File: src/rtl/wb_arb_pkg.sv
// Shared types and constants for the two-master Wishbone arbiter.
// Latency: n/a (declarations only).
// Backpressure: n/a.
package wb_arb_pkg;

    typedef enum logic [1:0] {
        ST_IDLE = 2'd0,
        ST_OWN0 = 2'd1,
        ST_OWN1 = 2'd2
    } arb_state_e;

    localparam logic [1:0] GNT_NONE = 2'b00;
    localparam logic [1:0] GNT_M0   = 2'b01;
    localparam logic [1:0] GNT_M1   = 2'b10;

    // Read data returned to the owner when a stalled transfer is aborted.
    localparam logic [31:0] ARB_DEFAULT_READ_VALUE = 32'hBADFABAC;

    function automatic logic [1:0] gnt_of_state(input arb_state_e st);
        case (st)
            ST_OWN0: return GNT_M0;
            ST_OWN1: return GNT_M1;
            default: return GNT_NONE;
        endcase
    endfunction

endpackage

File: src/rtl/wb_arb_timeout.sv
// Stall watchdog: counts owner cycles with STB high and no slave ACK, pulses abort.
// Latency: abort is combinational in the cycle the count has reached TIMEOUT_CYCLES.
// Backpressure: none; a slave ACK or a dropped STB restarts the count.
module wb_arb_timeout #(
    parameter int TIMEOUT_CYCLES = 255,
    parameter int TIMEOUT_CNT_W  = 8
) (
    input  logic clk_i,
    input  logic rst_i,
    input  logic stall_i,     // S_CYC & raw STB & !S_ACK
    input  logic clr_i,       // arbiter state is changing this edge
    output logic abort_o,
    output logic timeout_o
);

    logic [TIMEOUT_CNT_W-1:0] cnt_q, cnt_d;
    logic                     to_q, to_d;

    // A real slave ACK in the terminal cycle removes the stall, so it wins over the abort.
    assign abort_o   = stall_i && (cnt_q == TIMEOUT_CNT_W'(TIMEOUT_CYCLES));
    assign timeout_o = to_q;

    // Next count: restart on any break in the stall, on ownership change, or after an abort.
    always_comb begin
        cnt_d = cnt_q + 1'b1;
        to_d  = to_q | abort_o;
        if (clr_i || !stall_i || abort_o) begin
            cnt_d = '0;
        end
    end

    // Counter and sticky flag registers.
    always_ff @(posedge clk_i or posedge rst_i) begin
        if (rst_i) begin
            cnt_q <= '0;
            to_q  <= 1'b0;
        end else begin
            cnt_q <= cnt_d;
            to_q  <= to_d;
        end
    end

endmodule

File: src/rtl/wb_bus_arbiter_2m.sv
// Two-master round-robin Wishbone arbiter; owner holds the bus for its whole CYC. Optional macro: WB_ARB_TIMEOUT_EN.
// Latency: grant one cycle after CYC is sampled in IDLE; slave mux and ACK return are combinational.
// Backpressure: no preemption; the waiting master stalls until the owner drops CYC.
module wb_bus_arbiter_2m
    import wb_arb_pkg::*;
#(
    parameter int              ADR_W              = 17,
    parameter int              DAT_W              = 32,
    parameter int              TIMEOUT_CYCLES     = 255,
    parameter int              TIMEOUT_CNT_W      = 8,
    parameter logic [DAT_W-1:0] DEFAULT_READ_VALUE = DAT_W'(ARB_DEFAULT_READ_VALUE)
) (
    input  logic             WBs_CLK_i,
    input  logic             WBs_RST_i,
    input  logic             M0_CYC_i,
    input  logic             M0_STB_i,
    input  logic             M0_WE_i,
    input  logic [3:0]       M0_BYTE_STB_i,
    input  logic [ADR_W-1:0] M0_ADR_i,
    input  logic [DAT_W-1:0] M0_DAT_i,
    output logic [DAT_W-1:0] M0_DAT_o,
    output logic             M0_ACK_o,
    input  logic             M1_CYC_i,
    input  logic             M1_STB_i,
    input  logic             M1_WE_i,
    input  logic [3:0]       M1_BYTE_STB_i,
    input  logic [ADR_W-1:0] M1_ADR_i,
    input  logic [DAT_W-1:0] M1_DAT_i,
    output logic [DAT_W-1:0] M1_DAT_o,
    output logic             M1_ACK_o,
    output logic             S_CYC_o,
    output logic             S_STB_o,
    output logic             S_WE_o,
    output logic [3:0]       S_BYTE_STB_o,
    output logic [ADR_W-1:0] S_ADR_o,
    output logic [DAT_W-1:0] S_DAT_o,
    input  logic [DAT_W-1:0] S_DAT_i,
    input  logic             S_ACK_i,
    output logic [1:0]       GNT_o,
    output logic             TIMEOUT_o
);

    arb_state_e state_q, state_d;
    logic       last_q, last_d;   // 0 = M0 served last, 1 = M1 served last
    logic       s_stb_raw;
    logic       abort;

    // Ownership FSM: round-robin on ties, direct hand-over on release.
    always_comb begin
        state_d = state_q;
        last_d  = last_q;
        case (state_q)
            ST_IDLE: begin
                if (M0_CYC_i && M1_CYC_i) begin
                    state_d = last_q ? ST_OWN0 : ST_OWN1;
                end else if (M0_CYC_i) begin
                    state_d = ST_OWN0;
                end else if (M1_CYC_i) begin
                    state_d = ST_OWN1;
                end
            end
            ST_OWN0: begin
                if (!M0_CYC_i) begin
                    last_d  = 1'b0;
                    state_d = M1_CYC_i ? ST_OWN1 : ST_IDLE;
                end
            end
            ST_OWN1: begin
                if (!M1_CYC_i) begin
                    last_d  = 1'b1;
                    state_d = M0_CYC_i ? ST_OWN0 : ST_IDLE;
                end
            end
            default: state_d = ST_IDLE;
        endcase
    end

    // State and last-served registers; M0 wins the first tie after reset.
    always_ff @(posedge WBs_CLK_i or posedge WBs_RST_i) begin
        if (WBs_RST_i) begin
            state_q <= ST_IDLE;
            last_q  <= 1'b1;
        end else begin
            state_q <= state_d;
            last_q  <= last_d;
        end
    end

    assign GNT_o = gnt_of_state(state_q);

    // Steer the owner's request onto the slave side; IDLE drives all zeros.
    always_comb begin
        S_CYC_o      = 1'b0;
        s_stb_raw    = 1'b0;
        S_WE_o       = 1'b0;
        S_BYTE_STB_o = '0;
        S_ADR_o      = '0;
        S_DAT_o      = '0;
        case (state_q)
            ST_OWN0: begin
                S_CYC_o      = M0_CYC_i;
                s_stb_raw    = M0_STB_i;
                S_WE_o       = M0_WE_i;
                S_BYTE_STB_o = M0_BYTE_STB_i;
                S_ADR_o      = M0_ADR_i;
                S_DAT_o      = M0_DAT_i;
            end
            ST_OWN1: begin
                S_CYC_o      = M1_CYC_i;
                s_stb_raw    = M1_STB_i;
                S_WE_o       = M1_WE_i;
                S_BYTE_STB_o = M1_BYTE_STB_i;
                S_ADR_o      = M1_ADR_i;
                S_DAT_o      = M1_DAT_i;
            end
            default: ;
        endcase
    end

    // Aborted strobe is withdrawn from the slave in the abort cycle.
    assign S_STB_o = s_stb_raw & ~abort;

    // ACK goes to the owner only; read data is broadcast and qualified by ACK.
    assign M0_ACK_o = (state_q == ST_OWN0) & (S_ACK_i | abort);
    assign M1_ACK_o = (state_q == ST_OWN1) & (S_ACK_i | abort);
    assign M0_DAT_o = abort ? DEFAULT_READ_VALUE : S_DAT_i;
    assign M1_DAT_o = abort ? DEFAULT_READ_VALUE : S_DAT_i;

`ifdef WB_ARB_TIMEOUT_EN
    wb_arb_timeout #(
        .TIMEOUT_CYCLES (TIMEOUT_CYCLES),
        .TIMEOUT_CNT_W  (TIMEOUT_CNT_W)
    ) u_timeout (
        .clk_i     (WBs_CLK_i),
        .rst_i     (WBs_RST_i),
        .stall_i   (S_CYC_o & s_stb_raw & ~S_ACK_i),
        .clr_i     (state_d != state_q),
        .abort_o   (abort),
        .timeout_o (TIMEOUT_o)
    );
`else
    // Without the watchdog a stalled slave holds the owner forever.
    logic cfg_unused;
    assign cfg_unused = (TIMEOUT_CYCLES != 0) ^ (TIMEOUT_CNT_W != 0) ^ DEFAULT_READ_VALUE[0];
    assign abort      = 1'b0;
    assign TIMEOUT_o  = 1'b0;
`endif

endmodule
File: config.mk
export PLATFORM = sky130hd
export DESIGN_NAME = wb_bus_arbiter_2m
export DESIGN_NICKNAME = d
export VERILOG_FILES = /design/src/rtl/wb_arb_pkg.sv /design/src/rtl/wb_arb_timeout.sv /design/src/rtl/wb_bus_arbiter_2m.sv
export SDC_FILE = /design/constraint.sdc
export NUM_CORES = 1
export LEC_CHECK = 0
export ABC_AREA = 1
export BUFFER_PORTS_ARGS = -buffer_cell sky130_fd_sc_hd__buf_2
export CORE_AREA = 2 2 104 106
export DETAILED_ROUTE_END_ITERATION = 10
export DIE_AREA = 0 0 106 108
export PLACE_DENSITY = 0.63
export RECOVER_POWER = 50
export SLEW_MARGIN = 20
export SYNTH_ARGS = -nofsm -noshare
export SYNTH_HDL_FRONTEND = slang
export SYNTH_HIERARCHICAL = 1
export SYNTH_SLANG_ARGS = --single-unit
File: constraint.sdc
create_clock -name WBs_CLK_i -period 2.1 [get_ports WBs_CLK_i]
set_input_delay 0.42 -clock WBs_CLK_i [delete_from_list [all_inputs] [get_ports WBs_CLK_i]]
set_output_delay 0.42 -clock WBs_CLK_i [all_outputs]
set_load 0.02 [all_outputs]
==> metrics.md <==
| Metric | Value |
|---|---|
| CP arrival | 1.60 ns |
| Skew final | 0.00168 ns |
| First-pass GRT wire length | 8190 um |
| # port buffers | 174 |
| Syn_area_per_cell | 5.90 um2 |
| Post-DP HPWL | 4490 um |
| Post-synth EDFFs | 0 |
| Synthesis-to-finish area growth | 37.0% |
| WL final | 5840 um |
| Pwr/cell area | 1230 nW/um2 |
| Area leader, netlist | buf_4 |
| Worst setup EP type | output port |
| Required @ worst endpoint | 1.68 ns |
| Hold crit path type | input port to asynchronous set/reset pin |
| Top_reg_cell synth | dfrtp_1 |
| Top cell type's share of synthesized area | 28.8% |
| Reg clk slew, reported paths | 0.03 ns |
| Placed Area | 2260 um2 |
| Clock root cell | clkbuf_8 |
| H-tree depth | 1 |
| Initial Util | 17.1% |
| Nets | 550 |
| Core region area | 10,200 um2 |
| Tot Pwr | 0.00295 W |
| Max-slew violations | 0 |
| Initial antenna violation count | 0 |
| VDD IR-drop max | 0.00134 V |
| Largest family of logic cells by synthesized area | buffers and inverters |
| Fillers | 1,193 |
| Final Critical Period | 2.02 ns |
| Adder-cell share of the synthesized area | 4.30% |
| Layout cells sized above 1 | 58.8% |
| Site row count | 37 |
| DRC | 0 |
| Global route overflow | 0 |
| Area occupied by multi-input gates | 1020 um2 |
| DR vias | 2,049 |
| Non-filler instance count after layout | 532 |
| Detail Route Antenna Nets | 0 |
| Sequential cell area | 78.8 um2 |
| Longest Clk Path Bufs | 2 |
| Fin Hold WS | 0.0573 ns |
| CP max FO | 31 |
| Max Cap Viol | 0 |
| 1st-iter DRT viols | 78 |
| CTS Buf Count | 3 |
| Final Setup Violations | 0 |
| DR pass1 iterations | 4 |
| XOR/XNOR share of the synthesized area | 0% |
| Via density | 3.85 |
| Post-CTS setup buffer count | 0 |
| Final period util | 96.4% |
| Total Routing Usage GR | 8.55% |
| Most frequent cells after synthesis | nand2_1 (111), buf_4 (67), a21oi_1 (36) |
| Simple-Gate Fraction of Synth Area | 32.2% |
| #FFs+latches synth | 3 |
| Clk_lat worst skew | 0.21 ns |
| P_leak | 1.25 nW |
| Reg2reg start | state_q[1] |
| Post-Syn Nets | 449 |
| Compound-gate portion of the synthesized area | 20.1% |
| Top post-synthesis cells by area | buf_4 (29%), nand2_1 (24%), a21oi_1 (10%) |
| CTS tree | built |
| Post-Syn Instances | 296 |
| Max Freq | 494 MHz |
| Crit. Startpoint | state_q[0] |
| GP Congestion | 0.772 |
| Asr flop ratio synth | 100% |
| Outcome | finished clean |
| Sequential area share after synthesis | 4.37% |
| R2R depth | 10 |
| Placed cells | 527 |
| Synth Cell Area | 1750 um2 |
| Design Area, Final | 2390 um2 |
| Post-synthesis mux area share | 0% |
| IO Count | 272 |
| Post-synth cell types | 20 |
| Startpoint types | flip-flop |
| Ys Warns | 6 |
| Cell with the most instances after synthesis | nand2_1 |
| Width of the die | 106 um |
| Wire per inst | 11.0 um |
| Die area | 11,400 um2 |
| CTS sink count | 3 |
| Number of global-route vias before repair | 1,765 |
| # diodes | 0 |
| Crit Reg-Reg Endpoint | state_q[0] |
| R2R Setup Slk | 0.64 ns |
| Count of final hold-check violations | 0 |
| Largest net degree at the start of global routing | 32 |
| RSZ-0062 raised after global routing | true |
| Chip Height | 108 um |
| CP Class | flip-flop to output port |
==> how the worst max path moves through the flow <==
stage	cells after the start	slack (ns)	endpoint
after floorplan	6	0.24	S_ADR_o[10]
final	6	0.08	S_BYTE_STB_o[3]
after global placement	6	0.22	S_ADR_o[4]
after CTS	6	0.02	S_DAT_o[25]
after global routing	6	-0.01	S_ADR_o[2]
after detailed placement	6	0.21	S_ADR_o[4]
==> critical path, cell delays in order (launching register included) <==
cell and delay, ns:
dfrtp_2 0.42, inv_2 0.08, ha_1 0.29, inv_2 0.06
buf_12 0.16, a21oi_1 0.19, buf_4 0.18
==> area by class of cell <==
| class | count | share of cell area (%) |
|---|---|---|
| Timing Repair Buffer | 181 | 43.4 |
| Sequential cell | 3 | 3.29 |
| Clock buffer | 4 | 1.88 |
| Multi-Input combinational cell | 198 | 42.7 |
| Inverter | 10 | 1.57 |
| Tap cell | 136 | 7.11 |
==> power breakdown <==
group	internal (W)	switching [W]	total (W)
combinational	0.000965	0.00169	0.00265
sequential	0.0000934	0.0000358	0.000129
clock	0.000129	0.0000376	0.000167
total	0.00119	0.00176	0.00295
==> metal layers <==
layer  global-route usage [%]  up-vias  wire length, um
met5                        0        -                0
met4                     2.73        0               85
met3                     1.33       14              408
met2                     15.5       79             2940
met1                     10.4      903             2410
li1                         -     1053                -
==> stage by stage <==
step           setup WS (ns)  TNS, ns  util, %
5_1_grt              -0.0116  -0.0215     23.4
2_1_floorplan          0.244        0        -
3_3_place_gp           0.225        0     22.1
4_1_cts               0.0224        0     23.0
6_report              0.0761        0     23.4
3_5_place_dp           0.210        0     22.1
==> logic make-up (layout without fill, tap and decap cells) <==
group | count (synthesis) | in the layout
AND/OR/NAND/NOR | 135 | 135
buffers and inverters | 95 | 195
AO/OA/AOI/OAI | 56 | 56
adder cells (fa/ha/maj) | 6 | 6
flip-flops | 3 | 3
other | 1 | 1
==> repair_timing <==
item,in CTS,in global routing
gates cloned,1,0
hold buffers,0,0
pin swaps,0,0
gates resized for setup,3,13
endpoints found under the setup margin,3,38
==> flip-flops by register name, indices dropped and copies added (netlist names) <==
signal / flops
last_q: 1
state_q: 2
==> placed cells by master, fill, tap and decap left out, drive strengths merged <==
| cell type | count |
|---|---|
| inv | 10 |
| clkbuf | 4 |
| dfstp | 1 |
| nor2 | 2 |
| buf | 180 |
| conb | 1 |
| a21oi | 55 |
| nand3 | 2 |
| nand3b | 1 |
| nand2 | 130 |
| ha | 6 |
| bufbuf | 1 |
| dfrtp | 2 |
| o21ai | 1 |
(Power assumes the default switching activity.)
